[config.mk]
export PLATFORM = sky130hd
export DESIGN_NAME = fp_add_align
export DESIGN_NICKNAME = d
export VERILOG_FILES = /design/src/rtl/fp_add_align.sv
export SDC_FILE = /design/constraint.sdc
export NUM_CORES = 1
export LEC_CHECK = 0
export ABC_AREA = 0
export BUFFER_PORTS_ARGS = -buffer_cell sky130_fd_sc_hd__buf_2
export CORE_ASPECT_RATIO = 0.7
export CORE_MARGIN = 4
export CORE_UTILIZATION = 40
export CTS_CLUSTER_SIZE = 40
export DETAILED_ROUTE_END_ITERATION = 10
export HOLD_SLACK_MARGIN = 0.15
export MAX_ROUTING_LAYER = met4
export SETUP_SLACK_MARGIN = 0.3
export SYNTH_ARGS = -nofsm -noshare
export SYNTH_HDL_FRONTEND = slang
export SYNTH_SLANG_ARGS = --single-unit
[constraint.sdc]
create_clock -name clk -period 4.95 [get_ports clk]
set_input_delay 0.99 -clock clk [delete_from_list [all_inputs] [get_ports clk]]
set_output_delay 0.99 -clock clk [all_outputs]
set_load 0.1 [all_outputs]
[src/rtl/fp_add_align.sv]
// fp_add_align -- multi-cycle IEEE-754 single-precision add/subtract front end.
// Captures an operand pair, orders it by magnitude, and aligns the smaller
// significand by one right shift per cycle. It then adds or subtracts the
// 24-bit significands and folds a carry-out into the exponent. The result
// is left un-normalized for the downstream normalizer.
//
// Ports:
//   clk, rst_n      clock (rising edge), asynchronous active-low reset
//   in_valid/ready  operand handshake; in_ready is high only while idle
//   in_a, in_b      IEEE single operands
//   in_sub          1: A-B (B sign flipped at capture), 0: A+B
//   out_valid/ready result handshake; outputs held until accepted
//   out_word        {sign, exp[7:0], frac[22:0]}, un-normalized
//   out_hidden      significand bit 23 of the result
//   out_zero        exact zero result
//   out_special     an operand had exp==255; out_word is a passthrough
module fp_add_align #(
  parameter int MAX_SHIFT = 25
) (
  input  logic        clk,
  input  logic        rst_n,
  input  logic        in_valid,
  output logic        in_ready,
  input  logic [31:0] in_a,
  input  logic [31:0] in_b,
  input  logic        in_sub,
  output logic        out_valid,
  input  logic        out_ready,
  output logic [31:0] out_word,
  output logic        out_hidden,
  output logic        out_zero,
  output logic        out_special
);

  localparam int CW = $clog2(MAX_SHIFT + 1);

  typedef enum logic [1:0] {IDLE, ALIGN, DONE} state_e;

  state_e          state_q, state_d;
  logic            sign_l_q, sign_l_d, sign_s_q, sign_s_d;
  logic [7:0]      exp_l_q, exp_l_d;
  logic [23:0]     sig_l_q, sig_l_d, sig_s_q, sig_s_d;
  logic [CW-1:0]   cnt_q, cnt_d;
  logic [31:0]     word_q, word_d;
  logic            hidden_q, hidden_d, zero_q, zero_d, special_q, special_d;

  // ---- capture-side decode ----
  logic [7:0]  exp_a, exp_b, exp_l_c, exp_s_c, diff_c;
  logic [23:0] sig_a, sig_b;
  logic        sgn_b, a_big, spec_a, spec_b;
  logic [CW-1:0] cnt_c;

  always_comb begin
    exp_a  = in_a[30:23];
    exp_b  = in_b[30:23];
    // exp==0 is zero; denormal fractions are flushed
    sig_a  = (exp_a == 8'd0) ? 24'd0 : {1'b1, in_a[22:0]};
    sig_b  = (exp_b == 8'd0) ? 24'd0 : {1'b1, in_b[22:0]};
    sgn_b  = in_b[31] ^ in_sub;
    spec_a = &exp_a;
    spec_b = &exp_b;
    // magnitude order: exponent first, then significand; ties keep A large
    a_big   = (exp_a > exp_b) || ((exp_a == exp_b) && (sig_a >= sig_b));
    exp_l_c = a_big ? exp_a : exp_b;
    exp_s_c = a_big ? exp_b : exp_a;
    diff_c  = exp_l_c - exp_s_c;
    cnt_c   = (diff_c > 8'(MAX_SHIFT)) ? CW'(MAX_SHIFT) : CW'(diff_c);
  end

  // ---- result arithmetic (valid once alignment is finished) ----
  logic [24:0] sum;
  logic [7:0]  exp_inc;

  always_comb begin
    // L has the larger magnitude, so the difference never goes negative
    if (sign_l_q == sign_s_q) sum = {1'b0, sig_l_q} + {1'b0, sig_s_q};
    else                      sum = {1'b0, sig_l_q} - {1'b0, sig_s_q};
    exp_inc = exp_l_q + 8'd1;
  end

  // ---- state register ----
  always_ff @(posedge clk or negedge rst_n) begin
    if (!rst_n) state_q <= IDLE;
    else        state_q <= state_d;
  end

  // ---- next-state logic ----
  always_comb begin
    state_d = state_q;
    case (state_q)
      IDLE:    if (in_valid) state_d = (spec_a || spec_b) ? DONE : ALIGN;
      ALIGN:   if (cnt_q == '0) state_d = DONE;
      DONE:    if (out_ready) state_d = IDLE;
      default: state_d = IDLE;
    endcase
  end

  // ---- outputs decoded from state ----
  always_comb begin
    in_ready  = (state_q == IDLE);
    out_valid = (state_q == DONE);
  end

  assign out_word    = word_q;
  assign out_hidden  = hidden_q;
  assign out_zero    = zero_q;
  assign out_special = special_q;

  // ---- datapath next-state ----
  always_comb begin
    sign_l_d  = sign_l_q;
    sign_s_d  = sign_s_q;
    exp_l_d   = exp_l_q;
    sig_l_d   = sig_l_q;
    sig_s_d   = sig_s_q;
    cnt_d     = cnt_q;
    word_d    = word_q;
    hidden_d  = hidden_q;
    zero_d    = zero_q;
    special_d = special_q;
    case (state_q)
      IDLE: if (in_valid) begin
        sign_l_d = a_big ? in_a[31] : sgn_b;
        sign_s_d = a_big ? sgn_b : in_a[31];
        exp_l_d  = exp_l_c;
        sig_l_d  = a_big ? sig_a : sig_b;
        sig_s_d  = a_big ? sig_b : sig_a;
        cnt_d    = cnt_c;
        if (spec_a || spec_b) begin
          // A wins when both are special; B carries its effective sign
          word_d    = spec_a ? in_a : {sgn_b, in_b[30:0]};
          hidden_d  = 1'b0;
          zero_d    = 1'b0;
          special_d = 1'b1;
        end
      end
      ALIGN: begin
        if (cnt_q != '0) begin
          sig_s_d = sig_s_q >> 1;  // truncating, no sticky
          cnt_d   = cnt_q - CW'(1);
        end else begin
          special_d = 1'b0;
          if (sum == 25'd0) begin
            // -0 only when both effective signs are negative
            word_d   = {sign_l_q & sign_s_q, 31'd0};
            hidden_d = 1'b0;
            zero_d   = 1'b1;
          end else if (sum[24]) begin
            zero_d = 1'b0;
            if (exp_inc == 8'hFF) begin
              word_d   = {sign_l_q, 8'hFF, 23'd0};
              hidden_d = 1'b0;
            end else begin
              word_d   = {sign_l_q, exp_inc, sum[23:1]};
              hidden_d = 1'b1;
            end
          end else begin
            // leading zeros stay for the normalizer; exp untouched
            word_d   = {sign_l_q, exp_l_q, sum[22:0]};
            hidden_d = sum[23];
            zero_d   = 1'b0;
          end
        end
      end
      default: ;
    endcase
  end

  always_ff @(posedge clk or negedge rst_n) begin
    if (!rst_n) begin
      sign_l_q  <= 1'b0;
      sign_s_q  <= 1'b0;
      exp_l_q   <= '0;
      sig_l_q   <= '0;
      sig_s_q   <= '0;
      cnt_q     <= '0;
      word_q    <= '0;
      hidden_q  <= 1'b0;
      zero_q    <= 1'b0;
      special_q <= 1'b0;
    end else begin
      sign_l_q  <= sign_l_d;
      sign_s_q  <= sign_s_d;
      exp_l_q   <= exp_l_d;
      sig_l_q   <= sig_l_d;
      sig_s_q   <= sig_s_d;
      cnt_q     <= cnt_d;
      word_q    <= word_d;
      hidden_q  <= hidden_d;
      zero_q    <= zero_d;
      special_q <= special_d;
    end
  end

endmodule

# After elaboration in Yosys (flattened, before gate mapping)
# Cells that the tools add are included.
# totals
elab_cells	91
regBits	100
# classes
n_reduce_logical	16
addsub	5
bitwise	2
order_cmp	3
mux	43
eq_ne	11
# ops
operator	count
32-bit 2-to-1 mux	5
24-bit 2-to-1 mux	6
32-bit one-hot mux with 2 select lines	1
31-bit 2-to-1 mux	2
24-bit one-hot mux with 2 select lines	1
24-bit by 24-bit adder with 25-bit output	1
25-bit zero test	1
25-bit 2-to-1 mux	1
24-bit by 24-bit subtractor with 25-bit output	1
24-bit >= comparator	1
8-bit zero test	2
8-bit 2-to-1 mux	2
8-bit AND reduction	2
5-bit 2-to-1 mux	3
1-bit 2-to-1 mux	13
5-bit one-hot mux with 2 select lines	1
8-bit by 1-bit adder with 8-bit output (second input constant)	1
8-bit equality test	1
8-bit equality test (second input constant)	1
8-bit by 5-bit > comparator with 1-bit output (second input constant)	1
8-bit > comparator	1
2-bit 2-to-1 mux	4
2-bit inequality test (second input constant)	4
8-bit subtractor	1
18 further kinds	23

# Logic depth before layout (Yosys ltp)
# Gate-level depths: netlist of run 1.
# depth
word_depth	11
depth_mapped	23

# Worst setup path after synthesis of run 1
# OpenSTA, ideal clock, no wires.
# synth_path
kind	input -> register
start	input port in_a[23]
end	register cnt_q[0]
n_path_buf	2
arrival_ns	4.935
setup_slack_ns	-0.108
setup_time_ns	0.123
required_ns	4.827
cell_stages	17
cell_sequence	nor4_1 nand2_1 clkbuf_1 and2_1 ha_1 a21oi_1 nand2_1 a2111oi_4 o211ai_2 o21a_1 buf_2 mux2i_1 a221o_1 a21o_1 o211a_1 or4_1 o221a_1
# synth_via
elab_chain_len	11
elab_cells_between_ends	14
cone_classes	add/sub (1); order compare (3); eq/ne (1); mux (6); reduce/logical (3)
# synth_rtl
element	line_no	text
from (decl)	24	input logic [31:0] in_a,
8-bit zero test	57	sig_a = (exp_a == 8'd0) ? 24'd0 : {1'b1, in_a[22:0]};
24-bit 2-to-1 mux	57	
24-bit >= comparator	63	a_big = (exp_a > exp_b) || ((exp_a == exp_b) && (sig_a >= sig_b));
1-bit logical AND	63	
1-bit logical OR	63	
8-bit 2-to-1 mux, on equally long branches	64, 65	
8-bit subtractor *	66	diff_c = exp_l_c - exp_s_c;
8-bit by 5-bit > comparator with 1-bit output	67	cnt_c = (diff_c > 8'(MAX_SHIFT)) ? CW'(MAX_SHIFT) : CW'(diff_c);
5-bit 2-to-1 mux *	67	
5-bit 2-to-1 mux *	122	IDLE: if (in_valid) begin
5-bit one-hot mux with 2 select lines *	121	case (state_q)
to (signal assigned)	187	cnt_q <= cnt_d;
to (decl)	43	logic [CW-1:0] cnt_q, cnt_d;
# Mark *: on every way between the ends. The rest lies on a longest branch, timed or not. The select of a mux whose other input is x is not followed.
# A chain may end at the register's enable or synchronous reset.

# Worst setup path in the final report of run 1
# layout_path
start	register sig_s_q[4]
end	register word_q[31] (netlist: out_word[31])
# layout_via
elab_chain_len	6
elab_cells_between_ends	7
cone_classes	add/sub (2); mux (4); reduce/logical (1)
# layout_rtl
element	line_no	text
from (decl)	42	logic [23:0] sig_l_q, sig_l_d, sig_s_q, sig_s_d;
from (signal assigned)	186	sig_s_q <= sig_s_d;
24-bit by 24-bit subtractor with 25-bit output / 24-bit by 24-bit adder with 25-bit output (equally long branches)	77, 76	
25-bit 2-to-1 mux *	76	if (sign_l_q == sign_s_q) sum = {1'b0, sig_l_q} + {1'b0, sig_s_q};
25-bit zero test *	143	if (sum == 25'd0) begin
32-bit 2-to-1 mux *	143	
32-bit 2-to-1 mux *	138	if (cnt_q != '0) begin
32-bit one-hot mux with 2 select lines *	121	
to (signal assigned)	188	word_q <= word_d;
to (decl)	44	logic [31:0] word_q, word_d;
# Marks and branches as above.

==> results of run 1 <==
final cells by class:
class,instances,share of cell area
timing repair buffer,295,0.174
clock inverter,7,0.00697
multi-input combinational,968,0.553
tap,282,0.0293
sequential,100,0.208
clock buffer,9,0.0187
inverter,35,0.0109
cells in the mapped netlist (5+ instances only):
| library cell | count |
|---|---|
| a31oi_1 | 7 |
| inv_1 | 35 |
| a21oi_1 | 141 |
| o22ai_1 | 24 |
| nand3_1 | 27 |
| o21a_1 | 7 |
| clkbuf_1 | 54 |
| buf_2 | 7 |
| o31ai_1 | 15 |
| a211oi_1 | 15 |
| and2_1 | 29 |
| nor3_1 | 22 |
| nand2b_1 | 11 |
| xnor2_1 | 43 |
| o21ai_0 | 87 |
| a311oi_1 | 6 |
| ha_1 | 62 |
| a21o_1 | 10 |
| nand4_1 | 14 |
| mux2i_1 | 27 |
| xor2_1 | 15 |
| nor2b_1 | 17 |
| o211ai_1 | 10 |
| nor2_1 | 126 |
| nand2_1 | 148 |
| dfrtp_1 | 100 |
| or4_1 | 5 |
| nor4_1 | 10 |
| o21ai_1 | 10 |
| and3_1 | 6 |
| buf_1 | 6 |
layout by cell type, fill, tap and decap left out, types with 15 or more instances in the layout:
master,n
xor2_1,15
nand3_1,25
nor3_1,19
o21ai_0,76
nand2_1,141
inv_1,35
xnor2_1,42
mux2i_1,23
nor2_1,122
buf_2,102
o22ai_1,23
and2_1,19
buf_4,175
ha_1,53
a21oi_1,133
nor2b_1,16
dfrtp_1,100
o21ai_1,16
critical path: stages, from the launching register on:
cell      delay, ns
dfrtp_1        0.40
buf_6          0.13
nor3_4         0.11
nand2b_1       0.12
nor3_2         0.17
nand2_1        0.12
nor2_2         0.13
nand2_2        0.10
o41ai_4        0.31
xnor2_1        0.18
ha_1           0.30
a21o_1         0.19
a21o_1         0.18
a21oi_2        0.13
o21ai_2        0.08
a221oi_2       0.32
buf_4          0.17
mux2i_2        0.23
nand3b_1       0.15
or4b_4         0.58
nor4b_4        0.33
buf_4          0.18
nor2_2         0.03
o32a_1         0.27
sequential cells by signal, indices dropped and copies added, names as in the netlist, 2 cells and up:
register and flops:
out_word 32, state_q 2, sig_s_q 24, exp_l_q 8, cnt_q 5, sig_l_q 24
cells by family (layout without fill, tap and decap cells):
| family | Yosys count | count (layout) |
|---|---|---|
| muxes | 30 | 30 |
| buffers and inverters | 103 | 346 |
| xor gates and xnor gates | 58 | 58 |
| AOI/OAI and AO/OA | 374 | 374 |
| adders and majority gates | 63 | 63 |
| and+or+nand+nor | 443 | 443 |
| DFF | 100 | 100 |
repair_timing:
action,4_1_cts,5_1_grt
gates cloned,1,3
hold buffers,0,0
endpoints found under the setup margin,21,39
pin swaps,31,40
buffers inserted,12,11
resized for setup,34,91
stage by stage:
step	setup slack [ns]	area, um^2	util	cells	hold slack [ns]
finish	-0.0791	12000	0.554	1696	0.476
global route	-0.290	12000	0.554	1696	0.509
CTS	-0.0278	11500	0.529	1682	0.483
detailed placement	-0.281	10900	0.502	1653	0.469
global placement	-0.228	10900	0.502	1653	0.456
floorplan	0.242	9040	-	1171	0.454
per-layer routing:
layer,track usage,vias up,wire [um]
met5,-,-,0
met4,0.0271,0,285
met3,0.0772,25,3390
met2,0.296,394,11700
met1,0.426,4468,16600
li1,-,4694,-
worst min-delay path by stage:
stage | slack [ns] | depth (start not counted) | endpoint | from
global route | 0.51 | 2 | out_word[18] | out_word[18]
finish | 0.48 | 2 | out_word[9] | out_word[9]
global placement | 0.46 | 2 | out_word[3] | out_word[3]
CTS | 0.48 | 2 | out_word[10] | out_word[10]
detailed placement | 0.47 | 2 | out_word[10] | out_word[10]
floorplan | 0.45 | 2 | sign_s_q | sign_s_q
==> reports/results.tsv, run 1 <==
stage	metric	value	unit
critical_path	startpoint_type	flip-flop	
timing	setup_viol	1	
timing	finalHoldViolCount	0	
timing	tightest_slew	1.10	ns
critical_path	cp.arrival	5.27	ns
synthesis	syn_area	8880	um^2
timing	post-route-worst-setup-slack	-0.0791	ns
synthesis	synth_area_leaders	dfrtp_1 (28%), ha_1 (8.7%), a21oi_1 (7.9%)	
grt	antenna_found_initial	1	
grt	grt_max_degree	89	
detailed_routing	wl_per_cell	18.9	um
synthesis	synth_top_family_by_area	compound AO/OA/AOI/OAI gates	
synthesis	ys_seq_area_frac	0.282	
detailed_routing	vias_per_cell	5.65	
grt	grt_overflow_total	0	
final_layout	diodes	0	
final_layout	final-seq-area	2500	um^2
placement	io_buffer_count	105	
clocking	numCtsBuffers	9	
placement	hpwl	24700	um
timing	fmax	0.199	GHz
timing	fin_crit_sh	1.02	
grt	grt_pass1_wl	47600	um
clocking	cts_tree	built	
synthesis	synthArstFlopShare	1.00	
final_layout	drive_above_1_share	0.299	
timing	grt_setup_unrepaired	true	
synthesis	synthSimpleGateAreaFrac	0.235	
synthesis	syn_nets	1303	
synthesis	syn_inst	1171	
timing	relSlewSlack	0.270	
critical_path	cp_max_fo	3	
critical_path	rr_endpoint	out_word[31]	
floorplan	rows	45	
detailed_routing	drt_pre_antenna_iters	5	
timing	slew_violations	0	
detailed_routing	drt-total-wl	32000	um
clocking	cts_buffer_depth	2	
detailed_routing	drt_iter0_markers	941	
clocking	htree_levels	3	
floorplan	core_area	21700	um^2
floorplan	initial_core_util	0.409	
critical_path	worstPathRequired	5.19	ns
run	maxCapViolCount	0	
synthesis	synthAdderAreaFrac	0.0896	
min_path	hold_class	flip-flop to flip-flop	
critical_path	crit_type	flip-flop to flip-flop	
detailed_routing	ant_nets	0	
floorplan	die_area	24700	um^2
final_layout	syn_to_final_growth	35.5	%
timing	setup_tns	-0.0791	ns
detailed_routing	drc_errors	0	
synthesis	syn_avg_cell_area	7.58	um^2
timing	clock_skew	0.0170	ns
floorplan	die_y	133	um
clocking	cts.sinks	100	
synthesis	yosys_warnings	0	
final_layout	multi_input_area	6650	um^2
critical_path	crit_path_end_kind	flip-flop	
outcome	status	finished with violations	
floorplan	die_x	186	um
final_layout	final_nets	1541	
synthesis	yosys.area_share.xor_xnor	0.0572	
synthesis	ys_seq_elements	100	
synthesis	synth-main-ff-cell	dfrtp_1	
critical_path	r2r-start	sig_s_q[4]	
synthesis	ys_types	74	
outcome	violations	setup timing	
clocking	clock-root-buffer	clkbuf_16	
critical_path	startpoint	sig_s_q[4]	
final_layout	n_fill_cell	2078	
timing	fin_crit	5.03	ns
critical_path	r2r_slack	-0.08	ns
critical_path	endpoint	out_word[31]	
clocking	insertion_delay	0.36	ns
floorplan	io-pin-count	106	
synthesis	synth_top_area_frac	0.282	
synthesis	synth.area.mux_share	0.0342	
synthesis	synth_edf_count	0	
clocking	path_clk_slew	0.07	ns
grt	grt_pass1_vias	8503	
synthesis	synth-compound-area-share	0.257	
placement	routabilityCongestion	0.950	
detailed_routing	vias	9581	
grt	grt_usage	0.255	
synthesis	synth_area_leader_cell	dfrtp_1	
critical_path	worst-r2r-cell-count	23	
Power of run 1 is not shown: default switching activity piles up to over one toggle a cycle in this logic, so the estimate is an artifact.
==> run 2, diff against run 1 <==
Settings changed: CTS_BUF_LIST set to sky130_fd_sc_hd__clkbuf_4.
==> run 2 against run 1 <==
Highest routed layer unchanged. Final cell count is 0.41% higher. Critical path type unchanged. Sequential share of layout area is 0.33 points higher. The run still ends with setup timing left. Clock skew is 0.016 ns higher. Fmax is 0.44% lower.
==> reports/results.tsv, run 2 (synthesized netlist as in run 1, its figures left out) <==
stage	metric	value	unit	change
final_layout	final_common_cell	buf_4		
critical_path	cp.arrival	5.44	ns	+0.17 ns
placement	place_inst	1653		unchanged
critical_path	critPathMostFrequentCell	buf_4		
critical_path	rr_endpoint	out_word[31]		
timing	tightest_slew	1.23	ns	+0.133 ns
critical_path	r2r_slack	-0.10	ns	-0.02 ns
final_layout	final_nets	1548		+0.45%
final_layout	diodes	0		unchanged
timing	fmax	0.198	GHz	-0.44%
grt	antenna_found_initial	1		unchanged
critical_path	endpoint	out_word[31]		
final_layout	largest_reg_flops	32		unchanged
grt	grt_pass1_wl	47300	um	-0.62%
final_layout	fin_cells	1703		+0.41%
detailed_routing	drt_iter0_markers	768		-18%
floorplan	die_y	133	um	unchanged
detailed_routing	drc_errors	0		unchanged
timing	slew_violations	0		unchanged
critical_path	r2r-start	sig_s_q[4]		
critical_path	worst-r2r-cell-count	22		-4.3%
placement	dp_worst_setup_slack	-0.281	ns	unchanged
clocking	path_clk_slew	0.17	ns	+0.10 ns
clocking	htree_levels	3		unchanged
timing	fin_crit_sh	1.02		+0.00453
timing	clock_skew	0.0332	ns	+0.0162 ns
floorplan	initial_core_util	0.409		unchanged
detailed_routing	vias_per_cell	5.60		-0.85%
final_layout	final-seq-area	2500	um^2	unchanged
placement	routabilityCongestion	0.950		unchanged
min_path	hold_start	out_word[9]		
floorplan	rows	45		unchanged
placement	hpwl	24700	um	unchanged
min_path	hold_class	flip-flop to flip-flop		
detailed_routing	drt_pre_antenna_iters	5		unchanged
final_layout	n_fill_cell	2096		+0.87%
timing	post-route-worst-setup-slack	-0.102	ns	-0.0224 ns
grt	grt_overflow_total	0		unchanged
critical_path	startpoint	sig_s_q[4]		
timing	finalHoldViolCount	0		unchanged
detailed_routing	drt-total-wl	31700	um	-0.83%
critical_path	crit_path_end_kind	flip-flop		
timing	fin_crit	5.05	ns	+0.0224 ns
floorplan	io-pin-count	106		unchanged
clocking	clock-root-buffer	clkbuf_4		
critical_path	worstPathRequired	5.34	ns	+0.15 ns
clocking	insertion_delay	0.50	ns	+0.14 ns
clocking	cts_tree	built		
critical_path	crit_buf_inv	5		+2
grt	grt_usage	0.253		-0.00214
timing	grt_setup_unrepaired	true		
grt	grt_max_degree	89		unchanged
critical_path	cp_max_fo	4		+1
floorplan	die_area	24700	um^2	unchanged
floorplan	core_area	21700	um^2	unchanged
clocking	numCtsBuffers	9		unchanged
floorplan	die_x	186	um	unchanged
clocking	cts.sinks	100		unchanged
run	maxCapViolCount	0		unchanged
timing	hold_ws	0.492	ns	+0.0161 ns
final_layout	finalCoreUtilization	0.545		-0.00864
final_layout	drive_above_1_share	0.298		-0.000770
final_layout	final_cell_mix	buf_4 (187), nand2_1 (141), a21oi_1 (129)		
critical_path	max_stage_delay	0.58	ns	about the same
final_layout	syn_to_final_growth	33.4	%	
grt	grt_pass1_vias	8463		-0.47%
critical_path	crit_chain	nor3_2, nand2b_1, nor3_2, buf_4, buf_6, nand3_4, or3_4, o21ai_2, xnor2_1, ha_1, buf_6, and3_4, and4_1, a221oi_2, buf_4, mux2i_2, nand3b_1, or4b_4, nor4b_4, buf_4, nor2_2, o32a_1		
placement	io_buffer_count	105		unchanged
detailed_routing	wl_per_cell	18.6	um	-1.2%
critical_path	cpLargestDelayFamily	simple AND/OR/NAND/NOR gates		
timing	relSlewSlack	0.181		-0.0888
critical_path	crit_type	flip-flop to flip-flop		
detailed_routing	ant_nets	0		unchanged
final_layout	multi_input_area	6600	um^2	-0.77%
outcome	violations	setup timing		
critical_path	cp_slowest_cell	or4b_4		
critical_path	startpoint_type	flip-flop		
clocking	hold_buffers	0		unchanged
critical_path	cp.depth	22		-4.3%
outcome	status	finished with violations		
timing	setup_viol	1		unchanged
detailed_routing	vias	9539		-0.44%
clocking	cts_buffer_depth	2		unchanged
[run 2: changes by cell type in the layout (fill, tap and decap cells not counted), sizes merged]
cell	before	now
buf	293	300
[run 2: worst min path at each step]
stage                              end  slack (ns)  depth (start not counted)
final                      out_word[9]        0.49                          2
after global routing      out_word[18]        0.53                          2
after CTS                 out_word[10]        0.50                          2
after detailed placement  out_word[10]        0.47                          2
after global placement     out_word[3]        0.46                          2
after floorplan               sign_s_q        0.45                          2
[run 2: repair_timing]
action                                 in CTS  in global routing
endpoints found under the hold margin       0                  0
setup endpoints to repair                  26                 37
pin swaps                                  30                 47
setup buffers                              11                 19
cloned                                      1                  3
gates resized for setup                    33                 79
[run 2: stage by stage]
step	cell area [um^2]	setup TNS, ns
floorplan	9040	0
global placement	10900	-0.253
detailed placement	10900	-0.392
CTS	11300	-0.0367
global route	11800	-0.338
finish	11800	-0.102
[run 2: cell type report]
class | count | area share
Tap cell | 282 | 0.0298
Sequential cell | 100 | 0.211
Multi-Input combinational cell | 968 | 0.557
Timing Repair Buffer | 302 | 0.178
Clock inverter | 7 | 0.00708
Clock buffer | 9 | 0.00570
Inverter | 35 | 0.0111
[run 2: tightest hold or removal path: cells and delay by family (launching register included)]
family	cells	cell delay, ns
flops	1	0.36
compound gates	1	0.06
simple gates	1	0.05
[run 2: metal layers]
layer / wire length (um) / vias to the layer above / global-route usage
met5: 0 / - / -
met4: 300 / 0 / 0.0287
met3: 3040 / 28 / 0.0665
met2: 11500 / 382 / 0.293
met1: 16900 / 4414 / 0.429
li1: - / 4715 / -
Power of run 2 is left out for the same reason.
==> run 3, diff against run 2 <==
Settings changed: CORE_ASPECT_RATIO 0.7 to 0.5.
==> run 3 against run 2 <==
The run now ends clean. Die area is 0.43% higher. Sequential share of layout area decreased by 0.20 points. Wire length grew 4.3%.
==> reports/results.tsv, run 3 (synthesized netlist as in run 1, its figures left out) <==
stage	metric	value	unit	change
critical_path	crit_path_end_kind	flip-flop		
clocking	path_clk_slew	0.17	ns	about the same
detailed_routing	vias_per_cell	5.70		+1.7%
grt	grt_overflow_total	0		unchanged
clocking	insertion_delay	0.53	ns	+0.03 ns
timing	setup_viol	0		-1
detailed_routing	wl_per_cell	19.2	um	+3.3%
floorplan	io-pin-count	106		unchanged
clocking	hold_buffers	0		unchanged
timing	grt_setup_unrepaired	true		
clocking	clock-root-buffer	clkbuf_4		
final_layout	final_nets	1546		-0.13%
min_path	hold_class	flip-flop to flip-flop		
critical_path	endpoint	out_word[31]		
critical_path	startpoint_type	flip-flop		
timing	relSlewSlack	0.197		+0.0164
grt	grt_pass1_vias	9395		+11%
detailed_routing	drt_pre_antenna_iters	6		+1
placement	routabilityCongestion	0.956		+0.64%
floorplan	die_y	113	um	-15%
placement	hpwl	24200	um	-2.0%
detailed_routing	ant_nets	0		unchanged
floorplan	die_area	24800	um^2	+0.43%
placement	io_buffer_count	105		unchanged
detailed_routing	drt_iter0_markers	883		+15%
timing	fin_crit	4.84	ns	-0.211 ns
final_layout	largest_reg_flops	32		unchanged
timing	fmax	0.207	GHz	+4.4%
final_layout	final_common_cell	buf_4		
final_layout	n_fill_cell	2062		-1.6%
grt	grt_pass1_wl	50600	um	+7.0%
final_layout	final-seq-area	2500	um^2	unchanged
critical_path	r2r-start	sig_s_q[3]		
critical_path	cp.arrival	5.28	ns	-0.16 ns
floorplan	initial_core_util	0.409		about the same
outcome	status	complete, no violations		
timing	slew_violations	0		unchanged
placement	dp_worst_setup_slack	-0.227	ns	+0.0539 ns
final_layout	fin_cells	1719		+0.94%
critical_path	cp_max_fo	3		-1
floorplan	rows	38		-16%
detailed_routing	drc_errors	0		unchanged
timing	hold_ws	0.501	ns	+0.00910 ns
final_layout	syn_to_final_growth	34.7	%	
critical_path	crit_type	flip-flop to flip-flop		
final_layout	final_cell_mix	buf_4 (180), nand2_1 (137), a21oi_1 (127)		
critical_path	rr_endpoint	out_word[31]		
clocking	numCtsBuffers	9		unchanged
final_layout	multi_input_area	6690	um^2	+1.3%
placement	place_inst	1674		+1.3%
final_layout	drive_above_1_share	0.305		+0.00627
clocking	cts_tree	built		
grt	antenna_found_initial	1		unchanged
timing	finalHoldViolCount	0		unchanged
timing	post-route-worst-setup-slack	0.109	ns	+0.211 ns
floorplan	core_area	21700	um^2	about the same
run	maxCapViolCount	0		unchanged
clocking	cts_buffer_depth	2		unchanged
timing	clock_skew	0.0282	ns	-0.00501 ns
critical_path	worstPathRequired	5.39	ns	+0.05 ns
detailed_routing	vias	9793		+2.7%
grt	grt_max_degree	90		+1.1%
critical_path	worst-r2r-cell-count	19		-14%
critical_path	r2r_slack	0.11	ns	+0.21 ns
grt	grt_usage	0.266		+0.0133
timing	tightest_slew	1.20	ns	-0.0245 ns
final_layout	finalCoreUtilization	0.551		+0.00542
floorplan	die_x	219	um	+18%
critical_path	startpoint	sig_s_q[3]		
clocking	cts.sinks	100		unchanged
detailed_routing	drt-total-wl	33100	um	+4.3%
clocking	htree_levels	3		unchanged
timing	fin_crit_sh	0.978		-0.0426
run 3: changes by cell type in the layout (fill, tap and decap cells not counted), moves of 3 or more:
cell      before  now
buf_4        187  180
a211oi_1      11   14
clkinv_4       3    0
a21oi_2       10   13
nand2_2        4   10
o21ai_0       72   75
a211oi_2       4    1
nand2_1      141  137
o31ai_1       14   10
run 3: worst min-delay path by stage:
stage                       from      endpoint  slack, ns  cells after the start
floorplan               sign_s_q      sign_s_q       0.45                      2
global placement     out_word[4]   out_word[4]       0.46                      2
detailed placement  out_word[14]  out_word[14]       0.47                      2
CTS                 out_word[14]  out_word[14]       0.50                      2
global route        out_word[10]  out_word[10]       0.52                      2
finish              out_word[14]  out_word[14]       0.50                      2
run 3: final cells by class:
| cell class | instances | area share |
|---|---|---|
| Inverter | 35 | 0.0110 |
| Timing Repair Buffer | 300 | 0.177 |
| Clock buffer | 9 | 0.00565 |
| Multi-Input combinational cell | 968 | 0.559 |
| Sequential cell | 100 | 0.209 |
| Clock inverter | 6 | 0.00669 |
| Antenna cell | 1 | 0.000209 |
| Tap cell | 300 | 0.0314 |
run 3: worst max-delay path, cell delays in order, from the launching register on:
cell	delay [ns]
dfrtp_1	0.43
nor3_2	0.20
nand2b_1	0.13
nor3_4	0.22
nand3_2	0.12
buf_6	0.14
nand2_4	0.05
xnor2_2	0.06
ha_1	0.31
a21o_1	0.18
a21o_1	0.17
o21ba_1	0.20
or4_4	0.42
or4_4	0.53
nor4_4	0.15
nand4_1	0.27
or4b_4	0.57
nor4b_4	0.25
nor2_1	0.07
o32a_1	0.28
run 3: per-stage QoR:
step / area, um^2 / TNS (ns)
floorplan: 9040 / 0
global placement: 11000 / -0.282
detailed placement: 11000 / -0.542
CTS: 11400 / -0.0184
global route: 12000 / -0.139
finish: 12000 / 0
run 3: metal layers:
metal  wire length (um)  global-route usage
met1              15000               0.369
met2              14500               0.399
met3               2770              0.0577
met4                724              0.0627
met5                  0                   -
run 3: repair_timing:
item / in CTS / in global routing
cloned: 1 / 2
setup buffers: 10 / 16
pin swaps: 21 / 46
endpoints found under the setup margin: 33 / 36
gates resized for setup: 29 / 101
Power of run 3 is left out for the same reason.
